$ cat src/rtl/uart_pkg.sv
// Shared definitions for the uart transmit-side queue: word width default,
// issue-FSM state encoding and the WAIT_BUSY timeout.
package uart_pkg;

    localparam int unsigned UART_DATA_BITS       = 8;
    localparam int unsigned TXQ_WAIT_BUSY_CYCLES = 2;
    localparam int unsigned TXQ_WAIT_W           = 2;

    typedef enum logic [1:0] {
        IDLE      = 2'd0,
        WAIT_BUSY = 2'd1,
        WAIT_DONE = 2'd2
    } txq_state_t;

endpackage

$ cat src/rtl/sync_fifo.sv
// Single-clock FIFO: storage, wrapping pointers, level counter and
// registered empty/full flags. Push while full and pop while empty are ignored.
module sync_fifo #(
    parameter int unsigned DATA_BITS = 8,
    parameter int unsigned DEPTH     = 16,
    localparam int unsigned PTR_W    = $clog2(DEPTH),
    localparam int unsigned LVL_W    = $clog2(DEPTH) + 1
) (
    input  logic                 clock,
    input  logic                 rst_n,
    input  logic                 push,
    input  logic [DATA_BITS-1:0] wdata,
    input  logic                 pop,
    output logic [DATA_BITS-1:0] rdata,
    output logic [LVL_W-1:0]     level,
    output logic                 empty,
    output logic                 full
);

    logic [DATA_BITS-1:0] mem_q [DEPTH];
    logic [PTR_W-1:0]     wr_ptr_q, wr_ptr_d;
    logic [PTR_W-1:0]     rd_ptr_q, rd_ptr_d;
    logic [LVL_W-1:0]     level_q, level_d;
    logic                 empty_q, empty_d;
    logic                 full_q, full_d;
    logic                 do_push, do_pop;

    // Pointers wrap naturally because DEPTH is a power of two.
    always_comb begin
        do_push  = push && !full_q;
        do_pop   = pop && !empty_q;
        wr_ptr_d = wr_ptr_q;
        rd_ptr_d = rd_ptr_q;
        if (do_push) wr_ptr_d = wr_ptr_q + PTR_W'(1);
        if (do_pop)  rd_ptr_d = rd_ptr_q + PTR_W'(1);
        level_d = level_q + LVL_W'(do_push) - LVL_W'(do_pop);
        empty_d = (level_d == '0);
        full_d  = (level_d == LVL_W'(DEPTH));
    end

    always_ff @(posedge clock or negedge rst_n) begin
        if (!rst_n) begin
            wr_ptr_q <= '0;
            rd_ptr_q <= '0;
            level_q  <= '0;
            empty_q  <= 1'b1;
            full_q   <= 1'b0;
        end else begin
            wr_ptr_q <= wr_ptr_d;
            rd_ptr_q <= rd_ptr_d;
            level_q  <= level_d;
            empty_q  <= empty_d;
            full_q   <= full_d;
        end
    end

    always_ff @(posedge clock) begin
        if (do_push) mem_q[wr_ptr_q] <= wdata;
    end

    assign rdata = mem_q[rd_ptr_q];
    assign level = level_q;
    assign empty = empty_q;
    assign full  = full_q;

endmodule

$ cat src/rtl/uart_tx_queue.sv
// Transmit byte queue feeding the uart tx_data/tx_send interface, paced on tx_busy.
// Optional sticky overflow flag and ovf_clr port when UART_TXQ_OVERFLOW_EN is defined.
module uart_tx_queue
    import uart_pkg::*;
#(
    parameter int unsigned DATA_BITS = UART_DATA_BITS,
    parameter int unsigned DEPTH     = 16,
    localparam int unsigned LVL_W    = $clog2(DEPTH) + 1
) (
    input  logic                 clock,
    input  logic                 rst_n,
    input  logic [DATA_BITS-1:0] in_data,
    input  logic                 in_valid,
    output logic                 in_ready,
    output logic [DATA_BITS-1:0] tx_data,
    output logic                 tx_send,
    input  logic                 tx_busy,
    output logic [LVL_W-1:0]     level,
    output logic                 empty,
    output logic                 full
`ifdef UART_TXQ_OVERFLOW_EN
    ,
    output logic                 overflow,
    input  logic                 ovf_clr
`endif
);

    txq_state_t             state_q, state_d;
    logic [DATA_BITS-1:0]   tx_data_q, tx_data_d;
    logic                   tx_send_q, tx_send_d;
    logic [TXQ_WAIT_W-1:0]  wait_cnt_q, wait_cnt_d;
    logic                   pop;
    logic [DATA_BITS-1:0]   fifo_rdata;

    assign in_ready = !full;

    sync_fifo #(
        .DATA_BITS (DATA_BITS),
        .DEPTH     (DEPTH)
    ) u_fifo (
        .clock (clock),
        .rst_n (rst_n),
        .push  (in_valid && in_ready),
        .wdata (in_data),
        .pop   (pop),
        .rdata (fifo_rdata),
        .level (level),
        .empty (empty),
        .full  (full)
    );

    // Issue FSM: pop only from IDLE; a missing busy response times out so a lost frame cannot hang the queue.
    always_comb begin
        state_d    = state_q;
        tx_data_d  = tx_data_q;
        tx_send_d  = 1'b0;
        wait_cnt_d = wait_cnt_q;
        pop        = 1'b0;
        case (state_q)
            IDLE: begin
                if (!empty && !tx_busy) begin
                    pop        = 1'b1;
                    tx_data_d  = fifo_rdata;
                    tx_send_d  = 1'b1;
                    wait_cnt_d = '0;
                    state_d    = WAIT_BUSY;
                end
            end
            WAIT_BUSY: begin
                if (tx_busy) begin
                    state_d = WAIT_DONE;
                end else if (wait_cnt_q == TXQ_WAIT_W'(TXQ_WAIT_BUSY_CYCLES - 1)) begin
                    state_d = IDLE;
                end else begin
                    wait_cnt_d = wait_cnt_q + TXQ_WAIT_W'(1);
                end
            end
            WAIT_DONE: begin
                if (!tx_busy) state_d = IDLE;
            end
            default: state_d = IDLE;
        endcase
    end

    always_ff @(posedge clock or negedge rst_n) begin
        if (!rst_n) begin
            state_q    <= IDLE;
            tx_data_q  <= '0;
            tx_send_q  <= 1'b0;
            wait_cnt_q <= '0;
        end else begin
            state_q    <= state_d;
            tx_data_q  <= tx_data_d;
            tx_send_q  <= tx_send_d;
            wait_cnt_q <= wait_cnt_d;
        end
    end

    assign tx_data = tx_data_q;
    assign tx_send = tx_send_q;

`ifdef UART_TXQ_OVERFLOW_EN
    logic overflow_q, overflow_d;

    // Sticky; a new overflow in the clearing cycle wins over the clear.
    always_comb begin
        overflow_d = overflow_q;
        if (ovf_clr)           overflow_d = 1'b0;
        if (in_valid && full)  overflow_d = 1'b1;
    end

    always_ff @(posedge clock or negedge rst_n) begin
        if (!rst_n) overflow_q <= 1'b0;
        else        overflow_q <= overflow_d;
    end

    assign overflow = overflow_q;
`endif

endmodule

$ cat config.mk
export PLATFORM = sky130hd
export DESIGN_NAME = uart_tx_queue
export DESIGN_NICKNAME = d
export VERILOG_FILES = /design/src/rtl/uart_pkg.sv /design/src/rtl/sync_fifo.sv /design/src/rtl/uart_tx_queue.sv
export SDC_FILE = /design/constraint.sdc
export NUM_CORES = 1
export LEC_CHECK = 0
export ABC_AREA = 1
export CAP_MARGIN = 10
export CORE_MARGIN = 2
export CORE_UTILIZATION = 55
export CTS_CLUSTER_SIZE = 14
export DETAILED_ROUTE_END_ITERATION = 16
export GPL_ROUTABILITY_DRIVEN = 0
export PLACE_DENSITY = 0.8
export REMOVE_ABC_BUFFERS = 1
export SLEW_MARGIN = 40
export SYNTH_ARGS = -nofsm -noshare
export SYNTH_HDL_FRONTEND = slang
export SYNTH_SLANG_ARGS = --single-unit
$ cat constraint.sdc
create_clock -name clock -period 2.7 [get_ports clock]
set_clock_uncertainty 0.05 [all_clocks]
set_input_delay 0.54 -clock clock [delete_from_list [all_inputs] [get_ports clock]]
set_output_delay 0.54 -clock clock [all_outputs]
set_load 0.02 [all_outputs]
# Yosys cells after proc, flatten, opt, wreduce, memory -nomap -nowiden

Memory sizes are Yosys's and may differ from the RTL's. A register that Yosys moved wholly into a read port is not among the register bits.
Index checks and enable logic that the tools add are counted.

Add/sub/neg operators: 5
Eq/ne operators: 9
Reductions and logical operators: 14
Multiplexer cells: 13

Operators with widths:

| cell                                                 | number |
|---|---|
| two-way mux 2 bit                                    | 7 |
| adder 4 x 1 -> 4 bit (second input constant)         | 2 |
| inequality test 2 bit (second input constant)        | 4 |
| case mux 2 bit (3 select lines)                      | 1 |
| adder 5 x 1 -> 5 bit                                 | 1 |
| equality test 5 bit (second input constant)          | 1 |
| zero test 5 bit                                      | 1 |
| subtractor 5 x 1 -> 5 bit                            | 1 |
| equality test 2 x 1 -> 1 bit (second input constant) | 2 |
| logical AND 1 bit                                    | 4 |
| zero test 1 bit                                      | 4 |
| two-way mux 1 bit                                    | 4 |
| case mux 2 bit (2 select lines)                      | 1 |
| AND reduction 4 bit                                  | 1 |
| inequality test 3 bit (second input constant)        | 1 |
| AND reduction 3 bit                                  | 1 |
| adder 2 x 1 -> 2 bit (second input constant)         | 1 |
| equality test 2 bit (second input constant)          | 1 |
| zero test 2 bit                                      | 1 |
| AND reduction 2 bit                                  | 1 |
| nonzero test 2 bit                                   | 1 |

Bits in registers: 20
Memories kept: 1
Logic and storage cells: 50
Output and inout bits: 17
Bits in writable memories: 128
Input bits: 12

Memory list:

| memory       | words | bits a word | rd ports | clocked after Yosys merged registers in | write ports | RTL line        | source |
|---|---|---|---|---|---|---|---|
| u_fifo.mem_q | 16    | 8           | 1        | 1                                       | 1           | sync_fifo.sv:20 | `logic [DATA_BITS-1:0] mem_q [DEPTH];` |

# Depth between registers and ports, before layout

Gate-level depths: netlist (run 1).

Word-level depth: 7
Gate-level depth with buffers: 13
Mapped depth without buffers: 12

# Modules after synthesis

Synthesis (run 1) repeated with hierarchy kept, for this count alone.

Cells, all modules: 678
Area, all modules: 6981.7 µm²

Modules (own cells, without submodules):

| module        | seq. area each (µm²) | cells each | times used | area each (µm²) |
|---|---|---|---|---|
| sync_fifo     | 4220.3               | 615        | 1          | 6426.2 |
| uart_tx_queue | 325.3                | 63         | 1          | 555.5 |

# Worst setup path after synthesis (run 1)

Ideal clock, no wire load.

Path kind: register to register
Start point: register u_fifo.empty_q (netlist: u_fifo.empty)
End point: register u_fifo.full_q (netlist: u_fifo.full)
Arrival: 2.403 ns
Path slack: 0.176 ns
Path buffers: 1
Data required time: 2.579 ns
Setup time: 0.071 ns
Stages on the path, launching flop included: 14
Path through: dfstp_2 -> nor2_1 -> nand2_1 -> buf_2 -> inv_1 -> ha_1 -> inv_1 -> ha_1 -> inv_1 -> fa_1 -> o21ai_1 -> xor2_1 -> inv_1 -> nor2_1

Longest elaborated chain between the ends: 7

RTL lines:

| what                        | RTL line                             | source |
|---|---|---|
| from (decl)                 | sync_fifo.sv:24                      | `logic empty_q, empty_d;` |
| from (signal assigned)      | sync_fifo.sv:52                      | `empty_q <= empty_d;` |
| zero test 1 bit *           | sync_fifo.sv:31, uart_tx_queue.sv:61 |  |
| logical AND 1 bit           | uart_tx_queue.sv:61                  | `if (!empty && !tx_busy) begin` |
| two-way mux 1 bit           | uart_tx_queue.sv:61                  |  |
| two-way mux 1 bit           | uart_tx_queue.sv:59                  | `case (state_q)` |
| logical AND 1 bit *         | sync_fifo.sv:31                      | `do_pop = pop && !empty_q;` |
| named net u_fifo.do_pop     | sync_fifo.sv:26                      | `logic do_push, do_pop;` |
| subtractor 5 x 1 -> 5 bit * | sync_fifo.sv:36                      | `level_d = level_q + LVL_W'(do_push) - LVL_W'(do_pop);` |
| named net u_fifo.level_d[4] | sync_fifo.sv:23                      | `logic [LVL_W-1:0] level_q, level_d;` |
| equality test 5 bit *       | sync_fifo.sv:38                      | `full_d = (level_d == LVL_W'(DEPTH));` |
| named net u_fifo.full_d     | sync_fifo.sv:25                      | `logic full_q, full_d;` |
| to (signal assigned)        | sync_fifo.sv:53                      | `full_q <= full_d;` |
| to (decl)                   | sync_fifo.sv:25                      |  |

Mark *: on every way through the listed nets, which the timed path passes. The rest lies on a longest branch.
A chain may end at the register's enable or synchronous reset.

# Worst setup path in the final report (run 1)

Start point: input port tx_busy
End point: register u_fifo.full_q (netlist: u_fifo.full)

Longest elaborated chain between the ends: 7

RTL lines:

| what                        | RTL line            | source |
|---|---|---|
| from (decl)                 | uart_tx_queue.sv:17 | `input logic tx_busy,` |
| zero test 1 bit             | --                  |  |
| logical AND 1 bit           | uart_tx_queue.sv:61 |  |
| two-way mux 1 bit           | uart_tx_queue.sv:61 |  |
| two-way mux 1 bit           | uart_tx_queue.sv:59 |  |
| logical AND 1 bit           | sync_fifo.sv:31     |  |
| named net u_fifo.do_pop     | sync_fifo.sv:26     |  |
| subtractor 5 x 1 -> 5 bit   | sync_fifo.sv:36     |  |
| named net u_fifo.level_d[4] | sync_fifo.sv:23     |  |
| equality test 5 bit         | sync_fifo.sv:38     |  |
| named net u_fifo.full_d     | sync_fifo.sv:25     |  |

The timed path passes the listed nets, and every way through them passes these cells.

==> results of run 1 <==
==> cell usage in the layout (no fill, tap or decap), types with 2 or more instances in the layout <==
cell             instances
clkbuf_16               17
nand2_1                210
nor2_1                  22
nand4_1                  2
buf_4                   23
dfrtp_1                 26
a21oi_1                  2
bufinv_16                3
inv_1                  115
clkinv_4                 2
o21ai_1                  4
ha_1                    11
xnor2_1                  2
clkinvlp_4               4
inv_6                    2
edfxtp_1               128
clkdlybuf4s50_1         28
clkinv_1                 3
inv_2                    8
xor2_1                   8
nand3_1                 98
==> sequential cells by signal, summed over array words and instances, names as in the netlist <==
register         count
u_fifo.mem_q       128
tx_data              8
u_fifo.level         5
u_fifo.rd_ptr_q      4
u_fifo.wr_ptr_q      4
state_q              2
wait_cnt_q           2
tx_send              1
u_fifo.empty         1
u_fifo.full          1
==> stage by stage <==
step,hold WS [ns],cells,power [mW]
6_report,0.434,895,8.74
5_1_grt,0.477,895,9.21
4_1_cts,0.442,895,8.74
3_5_place_dp,0.428,863,6.34
3_3_place_gp,0.422,863,6.20
2_1_floorplan,0.194,643,5.19
==> metal layers <==
layer	up-vias	GRT usage	share of wire
met5	-	0	0
met4	0	0.0843	0.020
met3	27	0.0486	0.069
met2	217	0.395	0.52
met1	2208	0.300	0.39
li1	2226	-	-
==> worst max path at each step <==
| stage | from | endpoint | depth (start not counted) |
|---|---|---|---|
| after floorplan | u_fifo.rd_ptr_q[0] | tx_data[1] | 9 |
| after global placement | tx_busy | u_fifo.full | 13 |
| after detailed placement | tx_busy | u_fifo.full | 13 |
| after CTS | tx_busy | u_fifo.full | 13 |
| after global routing | tx_busy | u_fifo.full | 13 |
| final | tx_busy | u_fifo.full | 13 |
==> worst max-delay path: stages <==
cell             delay (ns)
clkdlybuf4s50_1        0.48
nor2_1                 0.04
nand2_1                0.08
inv_1                  0.05
ha_1                   0.27
inv_1                  0.06
ha_1                   0.17
inv_1                  0.06
fa_1                   0.41
o21ai_1                0.18
xor2_1                 0.26
inv_1                  0.09
nor2_1                 0.09
==> cell type report <==
cell class	count	area, sq um
fill	840	4090
sequential	156	4550
inverter	123	462
clock buffer	17	425
clock inverter	15	171
timing repair buffer	52	473
multi-input combinational	364	1690
tap	168	210
==> cell families (layout without fill, tap and decap cells) <==
group	Yosys count	count (layout)	synth area share
xor+xnor	10	10	0.0128
simple gates	333	333	0.201
compound gates	9	9	0.00931
flops	156	156	0.664
buf+inv	150	207	0.0900
fa+ha+maj	12	12	0.0230
==> synthesized netlist by cell type <==
| library cell | n | share of area |
|---|---|---|
| inv_1 | 115 | 0.063 |
| a21oi_1 | 2 | 0.0015 |
| o31ai_4 | 1 | 0.0031 |
| buf_6 | 1 | 0.0016 |
| fa_1 | 1 | 0.0029 |
| nand3_1 | 98 | 0.072 |
| a21boi_0 | 1 | 0.0011 |
| o21ai_1 | 4 | 0.0029 |
| xnor2_1 | 2 | 0.0026 |
| edfxtp_1 | 128 | 0.56 |
| inv_2 | 8 | 0.0044 |
| buf_2 | 19 | 0.014 |
| dfrtp_1 | 27 | 0.099 |
| nand2_1 | 210 | 0.12 |
| o21ai_0 | 1 | 0.00073 |
| nor2_1 | 22 | 0.012 |
| clkbuf_1 | 1 | 0.00055 |
| nor3_1 | 1 | 0.00073 |
| dfstp_2 | 1 | 0.0038 |
| buf_4 | 6 | 0.0066 |
| xor2_1 | 8 | 0.010 |
| ha_1 | 11 | 0.020 |
| nand4_1 | 2 | 0.0018 |
==> power groups by stage <==
stage | Clock [mW] | Combinational (mW) | Sequential (mW)
after floorplan | 0 | 1.71 | 3.48
after global placement | 0 | 2.95 | 3.25
after detailed placement | 0 | 3.07 | 3.27
after CTS | 2.39 | 3.12 | 3.23
after global routing | 2.49 | 3.47 | 3.26
final | 2.38 | 3.14 | 3.23
==> run metrics, run 1 <==
die area=13400 sq um; clock root buffer=clkbuf_16; setup violators final=0; f_max=402 MHz; die height=116 um; Post-Syn Area=6850 sq um; Place WS=-0.209 ns; Ant. Diodes=0; H-Tree Depth=4; outcome=finished, final reports clean; DRT Pass-1 Iters=5; Final Util=0.661; Crit. End Element=register; Hold Startpoint=tx_data[0]; end of the worst hold path=tx_data[0]; DP HPWL=9.01 mm; share of post-route cells with drive strength above 1=0.0880; Row Count=40; routed via count=4678; measured slew at the worst slew-check pin=0.774 ns; total track usage=0.233; cts bufs inserted=17; Ys Warns=0; # DRC=0; Via density=5.23; Worst R2R Path Depth=12; worst reg2reg setup slack=0.30 ns; Sw Ratio=0.370; port bufs=28; Worst VDD drop=0.598 mV; Clock Sinks=156; initial DRC count=442; CTS max path bufs=2; CTS tree=done; Worst Hold Class=register to register; Post-CTS Resized=0; I/O Pins=29; WP data required=3.00 ns; Int Power=5.51 mW; crit start category=input pin; initial core utilization=0.568; Mean Syn Cell Area=10.2 sq um; Max Slew Vio Count=0; largest net degree at the start of global routing=67; Clk Latency, worst-skew pair=0.42 ns; Slew headroom=0.482; CP Class=input pin to register; Post-DP Area=7380 sq um; Hold Fails Final Rpt=0; CTS clk-pin slew, worst paths=0.06 ns; Leakage=3.53 nW; final instance area=7980 sq um; Max-Cap Viols=0; Final WS setup=0.211 ns; Seq pwr share=0.369; CTS Hold Bufs=0; fin crit share=0.922; synthesized flop and latch total=156; Critical R2R Capture=u_fifo.full; total congestion overflow=0; Core ar.=12100 sq um; Clock power frac=0.272; WL/cell=16.1 um; first-pass GRT wire length=22.9 mm; WP data arrival=2.79 ns; final WL=14.4 mm; Sw Pwr=3.23 mW; Comb power frac=0.359; Seq/Total Area, Yosys=0.664; Area Overhead vs Synth=16.4%; Crit Reg-Reg Startpoint=u_fifo.empty; hold depth=2; unrepaired setup endpoints after global routing=false; setup TNS=0 ns; Final #Nets=738; post-route ant nets=0; Final min period=2.49 ns; vias in the first global route=4447; Die Wd=116 um; Post-CTS Setup Bufs=0; cells after synthesis=670; antenna violations before repair=0; Power Dens Cells=1100 nW/um^2; Netlist cell types=23; CP max FO=3
(Power assumes the default switching activity.)
==> inputs of run 2 (changes only) <==
- CAP_MARGIN: 10 -> not set
- MAX_ROUTING_LAYER: not set -> met4
==> run 2 against run 1 <==
Net effect: utilization unchanged; critical endpoint unchanged; largest power group unchanged; sequential cell count unchanged; critical path type unchanged; maximum frequency about the same; global-route usage increased by 0.81 points; non-clock buffer count unchanged; total power about the same; clock power about the same; largest cell class unchanged.
==> run metrics, run 2 (synthesis results as in run 1) <==
outcome=finished, final reports clean; Post-CTS Setup Bufs=0 (unchanged); Worst Hold Class=register to register; die height=116 um (unchanged); initial DRC count=414 (-6.3%); Area Overhead vs Synth=16.4% (unchanged); f_max=402 MHz (about the same); Clock power frac=0.272 (about the same); Core ar.=12100 sq um (unchanged); DRT Pass-1 Iters=5 (unchanged); Comb power frac=0.358 (about the same); Fillers=840 (unchanged); Crit. Startpoint=tx_busy; Row Count=40 (unchanged); Leakage=3.53 nW (unchanged); Post-DP Area=7380 sq um (unchanged); setup TNS=0 ns (unchanged); Hold Fails Final Rpt=0 (unchanged); register area=4550 sq um (unchanged); CTS clk-pin slew, worst paths=0.06 ns (about the same); most frequent cells in the layout=nand2_1 (210), edfxtp_1 (128), inv_1 (115); Place WS=-0.209 ns (unchanged); H-Tree Depth=4 (unchanged); setup violators final=0 (unchanged); Final WS setup=0.210 ns (-0.00140 ns); I/O Pins=29 (unchanged); clock root buffer=clkbuf_16; port bufs=28 (unchanged); Int Power=5.51 mW (about the same); largest net degree at the start of global routing=67 (unchanged); initial core utilization=0.568 (unchanged); WP data required=3.00 ns (about the same); Die Wd=116 um (unchanged); final instance area=7980 sq um (unchanged); WL/cell=16.0 um (-0.33%); Final #Nets=738 (unchanged); Ant. Diodes=0 (unchanged); total power=8.74 mW (about the same); first-pass GRT wire length=22.9 mm (+0.21%); share of post-route cells with drive strength above 1=0.0880 (unchanged); measured slew at the worst slew-check pin=0.774 ns (+0.000577 ns); commonest non-fill, non-tap cell in the layout=nand2_1; CTS tree=done; CTS Hold Bufs=0 (unchanged); crit start category=input pin; Final min period=2.49 ns (+0.00140 ns); Sw Ratio=0.370 (about the same); Clk Latency, worst-skew pair=0.42 ns (about the same); unrepaired setup endpoints after global routing=false; Crit. End Element=register; CP Class=input pin to register; fin cells=895 (unchanged); fin crit share=0.922 (about the same); Power Dens Cells=1100 nW/um^2 (about the same); Post-CTS Resized=0 (unchanged); Max-Cap Viols=0 (unchanged); Worst VDD drop=0.597 mV (about the same); Sw Pwr=3.23 mW (about the same); Via density=5.22 (-0.13%); antenna violations before repair=0 (unchanged); DP HPWL=9.01 mm (unchanged); total congestion overflow=0 (unchanged); Max Slew Vio Count=0 (unchanged); post-route ant nets=0 (unchanged); die area=13400 sq um (unchanged); placed insts=863 (unchanged); CP max FO=3 (unchanged); Crit Reg-Reg Startpoint=u_fifo.empty; Final Util=0.661 (unchanged); Largest Register=u_fifo.mem_q; minimum hold slack=0.434 ns (+0.000106 ns); routed via count=4672 (-0.13%); number of flip-flops under the largest register name=128 (unchanged); Multi-input gate area=1690 sq um (unchanged); Hold Startpoint=tx_data[0]; WP data arrival=2.79 ns (about the same); cts bufs inserted=17 (unchanged); vias in the first global route=4453 (+0.13%); Clock Sinks=156 (unchanged); Seq pwr share=0.369 (about the same); Slew headroom=0.482 (about the same); CTS max path bufs=2 (unchanged); total track usage=0.241 (+0.00811); # DRC=0 (unchanged); final WL=14.4 mm (-0.33%)
==> run 2: path summary, 6_finish.rpt <==
kind	depth (start not counted)	slack, ns	end
min in group asynchronous	2	0.46	wait_cnt_q[0]
min reg2reg	2	0.43	tx_data[0]
max in group asynchronous	2	1.82	u_fifo.empty
min	2	0.43	tx_data[0]
max reg2reg	12	0.29	u_fifo.full
max	13	0.21	u_fifo.full
==> run 2: final cells by class <==
cell class / instances / area share
clock buffer: 17 / 0.0533
clock inverter: 15 / 0.0215
inverter: 123 / 0.0579
multi-input combinational: 364 / 0.212
sequential: 156 / 0.570
tap: 168 / 0.0264
timing repair buffer: 52 / 0.0593
==> run 2: power by group through the flow <==
stage / registers [mW] / clock network (mW) / logic (mW)
3_5_place_dp: 3.27 / 0 / 3.07
5_1_grt: 3.26 / 2.49 / 3.47
3_3_place_gp: 3.25 / 0 / 2.95
2_1_floorplan: 3.48 / 0 / 1.71
6_report: 3.23 / 2.38 / 3.13
4_1_cts: 3.23 / 2.39 / 3.12
==> run 2: per-layer routing <==
metal / part of all wire / up-vias / global-route usage
met5: 0 / - / -
met2: 0.51 / 212 / 0.395
met4: 0.024 / 0 / 0.0916
li1: - / 2225 / -
met1: 0.39 / 2202 / 0.301
met3: 0.070 / 33 / 0.0460
==> run 2: critical path, cell delays in order <==
cell and delay, ns:
clkdlybuf4s50_1 0.48, nor2_1 0.04, nand2_1 0.08, inv_1 0.05, ha_1 0.27, inv_1 0.06, ha_1 0.17, inv_1 0.06
fa_1 0.41, o21ai_1 0.18, xor2_1 0.26, inv_1 0.09, nor2_1 0.09
==> inputs of run 3 (changes only) <==
==> constraint.sdc (replaced) <==
create_clock -name clock -period 2.7 [get_ports clock]
set_clock_uncertainty 0.05 [all_clocks]
set_input_delay 0.27 -clock clock [delete_from_list [all_inputs] [get_ports clock]]
set_output_delay 0.27 -clock clock [all_outputs]
set_load 0.02 [all_outputs]
==> run 3 against run 2 <==
Net effect: via count increased by 1.6%; utilization decreased by 1.1 points; hold slack got worse by 0.27 ns; critical path type is now register to register; critical endpoint unchanged; largest cell class unchanged.
==> run metrics, run 3 (synthesis results as in run 1) <==
WP data arrival=2.77 ns (-0.02 ns); DRT Pass-1 Iters=5 (unchanged); CP Class=register to register; CP max FO=3 (unchanged); most frequent cells in the layout=nand2_1 (210), edfxtp_1 (128), inv_1 (115); CTS clk-pin slew, worst paths=0.06 ns (about the same); cts bufs inserted=17 (unchanged); total track usage=0.255 (+0.0136); Worst VDD drop=0.694 mV (+16%); Worst Hold Class=input pin to async pin; Post-CTS Setup Bufs=0 (unchanged); CP bufs+invs=4 (-1); setup TNS=0 ns (unchanged); unrepaired setup endpoints after global routing=false; H-Tree Depth=4 (unchanged); Fillers=842 (+0.24%); die height=116 um (unchanged); CTS tree=done; Hold Fails Final Rpt=0 (unchanged); largest net degree at the start of global routing=67 (unchanged); max incr delay on CP=0.53 ns (+0.05 ns); Die Wd=116 um (unchanged); initial DRC count=600 (+45%); Final #Nets=722 (-2.2%); f_max=404 MHz (+0.58%); critical-path cell list=nor2_1, nand2_1, inv_1, ha_1, inv_1, ha_1, inv_1, fa_1, o21ai_1, xor2_1, inv_1, nor2_1; share of post-route cells with drive strength above 1=0.0689 (-0.0191); Leakage=3.45 nW (-2.3%); Ant. Diodes=0 (unchanged); vias in the first global route=4683 (+5.2%); most frequent CP cell=inv_1; cell family with most CP delay=adder cells; Clock Sinks=156 (unchanged); CTS Hold Bufs=0 (unchanged); I/O Pins=29 (unchanged); clock root buffer=clkbuf_16; Core ar.=12100 sq um (unchanged); Power Dens Cells=1110 nW/um^2 (+1.6%); Clk Latency, worst-skew pair=0.42 ns (about the same); Final min period=2.48 ns (-0.0143 ns); Final Util=0.651 (-0.0108); number of flip-flops under the largest register name=128 (unchanged); measured slew at the worst slew-check pin=0.808 ns (+0.0340 ns); Largest Register=u_fifo.mem_q; Max Slew Vio Count=0 (unchanged); Slowest cell on crit path=dfstp_2; routed via count=4748 (+1.6%); Post-CTS Resized=0 (unchanged); initial core utilization=0.568 (unchanged); Crit. End Element=register; first-pass GRT wire length=24.1 mm (+5.0%); post-route ant nets=0 (unchanged); Via density=5.40 (+3.5%); WP data required=2.99 ns (about the same); DP HPWL=9.81 mm (+8.9%); Max-Cap Viols=0 (unchanged); Crit Reg-Reg Startpoint=u_fifo.empty; antenna violations before repair=0 (unchanged); Worst R2R Path Depth=12 (unchanged); outcome=finished, final reports clean; WL/cell=17.5 um (+8.8%); Slew headroom=0.459 (-0.0227); Critical R2R Capture=u_fifo.full; CTS max path bufs=2 (unchanged); Area Overhead vs Synth=14.5%; port bufs=28 (unchanged); commonest non-fill, non-tap cell in the layout=nand2_1; fin crit share=0.917 (-0.00530); worst reg2reg setup slack=0.22 ns (-0.07 ns); crit start category=register; Row Count=40 (unchanged); final WL=15.3 mm (+6.9%); # DRC=0 (unchanged); die area=13400 sq um (unchanged); total congestion overflow=0 (unchanged); setup violators final=0 (unchanged)
## run 3: cell type report
| cell class | count | area, sq um | share of cell area |
|---|---|---|---|
| sequential | 156 | 4550 | 0.579 |
| inverter | 123 | 462 | 0.0588 |
| tap | 168 | 210 | 0.0268 |
| clock inverter | 15 | 161 | 0.0206 |
| multi-input combinational | 364 | 1690 | 0.215 |
| clock buffer | 17 | 425 | 0.0542 |
| timing repair buffer | 36 | 353 | 0.0450 |
## run 3: how the worst max path moves through the flow
stage	to	cells after the start	slack, ns	startpoint
after floorplan	tx_data[1]	9	0.04	u_fifo.rd_ptr_q[0]
after global placement	u_fifo.full	13	0.21	tx_busy
after detailed placement	u_fifo.full	13	0.02	tx_busy
after CTS	u_fifo.full	12	0.24	u_fifo.empty
after global routing	u_fifo.full	12	0.1	u_fifo.empty
final	u_fifo.full	12	0.22	u_fifo.empty
## run 3: through the flow
step           total power [mW]  setup slack (ns)  std cells  hold slack [ns]  area, sq um
6_report                   8.74             0.224        879            0.168         7850
5_1_grt                    9.17            0.0976        879            0.195         7850
4_1_cts                    8.67             0.243        879            0.168         7850
3_5_place_dp               6.31            0.0219        847            0.431         7260
3_3_place_gp               6.16             0.207        847            0.425         7260
2_1_floorplan              5.19            0.0365        643          -0.0756         6700
## run 3: routing by layer
layer	wire length (um)	part of all wire	track usage
met4	488	0.032	0.109
met3	1260	0.082	0.0575
met2	7710	0.50	0.412
met5	0	0	-
met1	5890	0.38	0.311
## run 3: report_power, final
group	internal [mW]	total, mW	switching [mW]
Combinational	1.00	3.11	2.10
Clock	1.38	2.35	0.970
Sequential	3.01	3.28	0.275
Total	5.39	8.74	3.35
==> edit 1, RTL diff (flow settings as in run 1) <==
Put a register stage on the output `level`, cleared by the reset. The value now appears one clock later. The other outputs are not delayed to match.
--- a/src/rtl/uart_tx_queue.sv
+++ b/src/rtl/uart_tx_queue.sv
@@ -26,4 +26,6 @@
 );
 
+    logic [LVL_W-1:0] level_c;
+
     txq_state_t             state_q, state_d;
     logic [DATA_BITS-1:0]   tx_data_q, tx_data_d;
@@ -45,5 +47,5 @@
         .pop   (pop),
         .rdata (fifo_rdata),
-        .level (level),
+        .level (level_c),
         .empty (empty),
         .full  (full)
@@ -118,4 +120,12 @@
 `endif
 
+    always_ff @(posedge clock or negedge rst_n) begin
+        if (!rst_n) begin
+            level <= '0;
+        end else begin
+            level <= level_c;
+        end
+    end
+
 endmodule
 
Check against the original RTL: not equivalent (a bounded check fails within 4 cycles, from zero or initial values and one cycle with rst_n low).
==> edit 1 against run 1 <==
Count of clock-buffer cells in the layout increased by 1; worst setup slack improved by 0.00081 ns; cell area increased by 1.2%; clock power decreased by 4%; die area increased by 1.5%; critical endpoint unchanged; sequential cell count increased by 5; total power decreased by 0.25%; routed wire length increased by 0.22%; synthesized area increased by 1.6%; critical path type unchanged.
==> edit 1: results (changes against run 1) <==
| Metric | Value |
|---|---|
| Startpoint of the worst-slack reg-to-reg timing path | u_fifo.empty (unchanged) |
| Power in the clock group | 2.29 mW (was 2.38 mW) |
| Switching portion of total power | 36.9% (was 37.0%) |
| Cell count of the worst hold path | 0 (was 2) |
| Area contributors post-synth | sky130_fd_sc_hd__edfxtp_1, sky130_fd_sc_hd__dfrtp_1, sky130_fd_sc_hd__nand2_1 (was sky130_fd_sc_hd__edfxtp_1, sky130_fd_sc_hd__nand2_1, sky130_fd_sc_hd__dfrtp_1) |
| Post-Syn Instances | 674 (was 670) |
| Leakage power figure | 3.57 nW (was 3.53 nW) |
| CTS root buf | sky130_fd_sc_hd__clkbuf_16 (unchanged) |
| Slowest CP cell | sky130_fd_sc_hd__clkdlybuf4s50_1 (unchanged) |
| Destination of the worst hold path | level[4] (was tx_data[0]) |
| Overall routing resource usage | 23.1% (was 23.3%) |
| Crit path time final | 2.49 ns (about the same) |
| Total wire length after detailed routing | 14,400 um (about the same) |
| Worst hold slack across all endpoints | 0.347 ns (was 0.434 ns) |
| Share of layout cells above drive strength 1 | 7.79% (was 8.80%) |
| Arrival time worst endpoint | 2.79 ns (about the same) |
| Mean number of vias per cell | 5.20 (was 5.23) |
| WL/cell | 16.0 um (was 16.1 um) |
| Sequential share of power | 38.2% (was 36.9%) |
| CTS max path bufs | 2 (unchanged) |
| Total clock buffers created by CTS | 17 (unchanged) |
| Portion of total power attributed to combinational logic | 35.6% (was 35.9%) |
| Total Nets Final | 743 (was 738) |
| Most instantiated cells after synthesis | sky130_fd_sc_hd__nand2_1, sky130_fd_sc_hd__edfxtp_1, sky130_fd_sc_hd__inv_1 (unchanged) |
| Post-place setup slack | -0.216 ns (was -0.209 ns) |
| Via count of the first global-routing pass | 4,639 (was 4,447) |
| Result of the run | complete, no violations (unchanged) |
| H-Tree Level Count | 4 (unchanged) |
| Async set or reset register ratio after synthesis | 20.5% (was 17.9%) |
| Drt first-iter violations | 447 (was 442) |
| VDD IR max | 0.722 mV (was 0.598 mV) |
| Placement Cell Area | 7500 um2 (was 7380 um2) |
| Instance count after placement with tap cells included | 872 (was 863) |
| Sequential cell area fraction in the yosys report | 67.1% (was 66.4%) |
| Slew at the pin with the worst max-slew slack | 0.704 ns (was 0.774 ns) |
| Setup slack of the worst register-to-register path | 0.27 ns (was 0.30 ns) |
| Placed wire-length estimate after detailed placement | 9080 um (was 9010 um) |
| Reg clk slew, reported paths | 0.06 ns (about the same) |
| First-pass GRT wire length | 22,900 um (unchanged) |
| Startpoint of the tightest hold check path | u_fifo.level[4] (was tx_data[0]) |
| Reg2reg path depth | 12 (unchanged) |
-- edit 1: changes by cell type after synthesis, sizes merged, moves of 2 or more --
cell and change:
dfrtp +5, inv -5, clkinv +3, buf -2, clkbuf +2
-- edit 1: metal layers --
| metal | vias to the layer above | GRT usage [%] | wire, um |
|---|---|---|---|
| met5 | - | 0 | 0 |
| met4 | 0 | 8.41 | 210 |
| met2 | 182 | 37.9 | 7480 |
| met3 | 19 | 6.12 | 992 |
| li1 | 2237 | - | - |
| met1 | 2261 | 30.0 | 5760 |
-- edit 1: area by class of cell --
type / instances / area (um2)
Sequential cell: 161 / 4670
Fill cell: 852 / 4400
Multi-Input combinational cell: 365 / 1680
Timing Repair Buffer: 53 / 480
Inverter: 121 / 454
Clock buffer: 18 / 429
Tap cell: 172 / 215
Clock inverter: 14 / 141
-- edit 1: cell families after synthesis --
group,share of synthesized area (%)
buffers and inverters,8.78
xor gates and xnor gates,1.26
AOI/OAI and AO/OA,0.647
adders and majority gates,2.27
and+or+nand+nor,19.9
DFF,67.1
==> edit 2, RTL diff (flow settings as in run 1) <==
Made on the original files. The package constant `TXQ_WAIT_W` goes from 2 to 4.
--- a/src/rtl/uart_pkg.sv
+++ b/src/rtl/uart_pkg.sv
@@ -5,5 +5,5 @@
     localparam int unsigned UART_DATA_BITS       = 8;
     localparam int unsigned TXQ_WAIT_BUSY_CYCLES = 2;
-    localparam int unsigned TXQ_WAIT_W           = 2;
+    localparam int unsigned TXQ_WAIT_W           = 4;
 
     typedef enum logic [1:0] {
Behaviour: same outputs for any inputs over 10 cycles, from zero or initial values and one cycle with rst_n low; that may be too few to reach the edited logic, so the function may still have changed.
==> edit 2 against run 1 <==
Routed wire length up 4.0%; cell count increased by 1.7%; clock power decreased by 7%; sequential cell count is 2 higher; first-iteration DRC count decreased by 1.4%; total power is 1.4% lower; worst setup slack worse by 0.070 ns; cell area rose by 0.50%; synthesized area up 1.2%; critical path type unchanged; critical endpoint unchanged; largest power group unchanged.
==> edit 2: results (changes against run 1) <==
| Metric | Value |
|---|---|
| Result of the run | complete, no violations (unchanged) |
| Leakage power figure | 3.56 nW (was 3.53 nW) |
| Total wire length after detailed routing | 15,000 um (was 14,400 um) |
| Overall routing resource usage | 23.7% (was 23.3%) |
| Pre-antenna DRT Iters | 5 (unchanged) |
| Reg clk slew, reported paths | 0.06 ns (about the same) |
| Area contributors post-synth | sky130_fd_sc_hd__edfxtp_1, sky130_fd_sc_hd__nand2_1, sky130_fd_sc_hd__dfrtp_1 (unchanged) |
| Worst skew pair latency | 0.42 ns (about the same) |
| Placed wire-length estimate after detailed placement | 9110 um (was 9010 um) |
| Register with the highest flop count | u_fifo.mem_q (unchanged) |
| Post-place setup slack | -0.215 ns (was -0.209 ns) |
| Critical Path Fanout Max | 3 (unchanged) |
| Number of buffers inserted by post-CTS setup repair | 0 (unchanged) |
| Mean number of vias per cell | 5.28 (was 5.23) |
| Maximum number of pins on one net before global-route repair | 67 (unchanged) |
| Drt first-iter violations | 436 (was 442) |
| Instance count after placement with tap cells included | 878 (was 863) |
| Sequential cell area fraction in the yosys report | 66.3% (was 66.4%) |
| Share of layout cells above drive strength 1 | 7.86% (was 8.80%) |
| Slowest CP cell | sky130_fd_sc_hd__clkdlybuf4s50_1 (unchanged) |
| Average footprint of a synthesized cell | 10.2 um2 (about the same) |
| Post-cts sizing count | 0 (unchanged) |
| CTS max path bufs | 2 (unchanged) |
| Total clock buffers created by CTS | 17 (unchanged) |
| Number of input and output port buffers inserted | 28 (unchanged) |
| CTS root buf | sky130_fd_sc_hd__clkbuf_16 (unchanged) |
| First-pass GRT wire length | 23,600 um (was 22,900 um) |
| Placement Cell Area | 7470 um2 (was 7380 um2) |
| Most frequently used flop master after synthesis | sky130_fd_sc_hd__edfxtp_1 (unchanged) |
| Arrival time worst endpoint | 2.86 ns (was 2.79 ns) |
| CTS tree | yes (unchanged) |
| Fill cell count | 874 (was 840) |
| Number of vias in the routed layout | 4,804 (was 4,678) |
| Most instantiated cells after synthesis | sky130_fd_sc_hd__nand2_1, sky130_fd_sc_hd__edfxtp_1, sky130_fd_sc_hd__inv_1 (unchanged) |
| Initial antenna violation count | 0 (unchanged) |
| Class of the tightest hold or removal check | register to register (unchanged) |
| Distinct cell type count after synthesis | 23 (unchanged) |
| Flip-flop count of the largest register after layout | 128 (unchanged) |
| Slew HR | 52.8% (was 48.2%) |
| Ant. Diodes | 0 (unchanged) |
| Synthesis warning total | 0 (unchanged) |
| H-Tree Level Count | 4 (unchanged) |
| Critical path's largest stage delay | 0.48 ns (about the same) |
| VDD IR max | 0.660 mV (was 0.598 mV) |
| Async set or reset register ratio after synthesis | 19.0% (was 17.9%) |
| Total Nets Final | 750 (was 738) |
| Number of flops mapped to enable cells by yosys | 128 (unchanged) |
| Area of all placed cells without fillers | 8020 um2 (was 7980 um2) |
==> edit 2: changes by cell type after synthesis, moves of 2 or more <==
cell	change
sky130_fd_sc_hd__o21ai_1	-4
sky130_fd_sc_hd__clkinv_1	+3
sky130_fd_sc_hd__a21oi_1	+5
sky130_fd_sc_hd__nor2_1	-2
sky130_fd_sc_hd__nand2_1	+5
sky130_fd_sc_hd__inv_1	+2
sky130_fd_sc_hd__nand3_1	+2
sky130_fd_sc_hd__inv_2	-6
sky130_fd_sc_hd__o21ai_0	+3
sky130_fd_sc_hd__buf_2	-2
sky130_fd_sc_hd__dfrtp_1	+2
==> edit 2: cell families (layout without fill, tap and decap cells) <==
kind of cell / count (synthesis) / after routing / share of synthesized area, %
AOI/OAI and AO/OA: 12 / 12 / 0.884
adders and majority gates: 13 / 13 / 2.45
buffers and inverters: 149 / 206 / 8.86
DFF: 158 / 158 / 66.3
xor gates and xnor gates: 10 / 10 / 1.26
and+or+nand+nor: 339 / 339 / 20.3
==> edit 2: per-layer routing <==
metal | wire, um | part of all wire, % | track usage (%)
met5 | 0 | 0 | 0
met4 | 344 | 2.3 | 11.2
met3 | 1170 | 7.8 | 3.89
met2 | 7680 | 51 | 40.5
met1 | 5780 | 39 | 29.7
==> edit 2: layout make-up <==
cell class / instances / share of cell area [%]
inverter: 122 / 5.71
timing repair buffer: 52 / 5.90
tap: 172 / 2.68
sequential: 158 / 57.3
clock inverter: 15 / 1.53
clock buffer: 17 / 5.31
multi-input combinational: 374 / 21.5
==> edit 2: worst paths after layout <==
| path | start | endpoint | slack [ns] | cells past startpoint |
|---|---|---|---|---|
| hold reg to reg | tx_data[3] | tx_data[3] | 0.44 | 2 |
| min in group asynchronous | rst_n | wait_cnt_q[0] | 0.45 | 2 |
| hold / removal | tx_data[3] | tx_data[3] | 0.44 | 2 |
| setup reg to reg | u_fifo.empty | u_fifo.full | 0.25 | 11 |
| setup / recovery | tx_busy | u_fifo.full | 0.14 | 12 |
| max in group asynchronous | rst_n | u_fifo.empty | 1.83 | 2 |
==> edit 2: critical path, delay by kind of cell <==
kind / cells / cell delay, ns
xor+xnor: 1 / 0.29
fa+ha+maj: 3 / 0.89
buf+inv: 4 / 0.64
simple gates: 4 / 0.49
==> edit 2: power by group <==
group          internal, mW  total, mW  switching [mW]
clock network          1.26       2.21           0.954
logic                  1.03       3.15            2.11
registers              3.04       3.26           0.223
==> edit 2: per-stage QoR <==
stage          setup TNS (ns)  hold WS (ns)
3_5_place_dp           -0.399         0.428
6_report                    0         0.440
2_1_floorplan               0         0.194
4_1_cts                     0         0.444
5_1_grt                     0         0.475
3_3_place_gp           -0.120         0.422
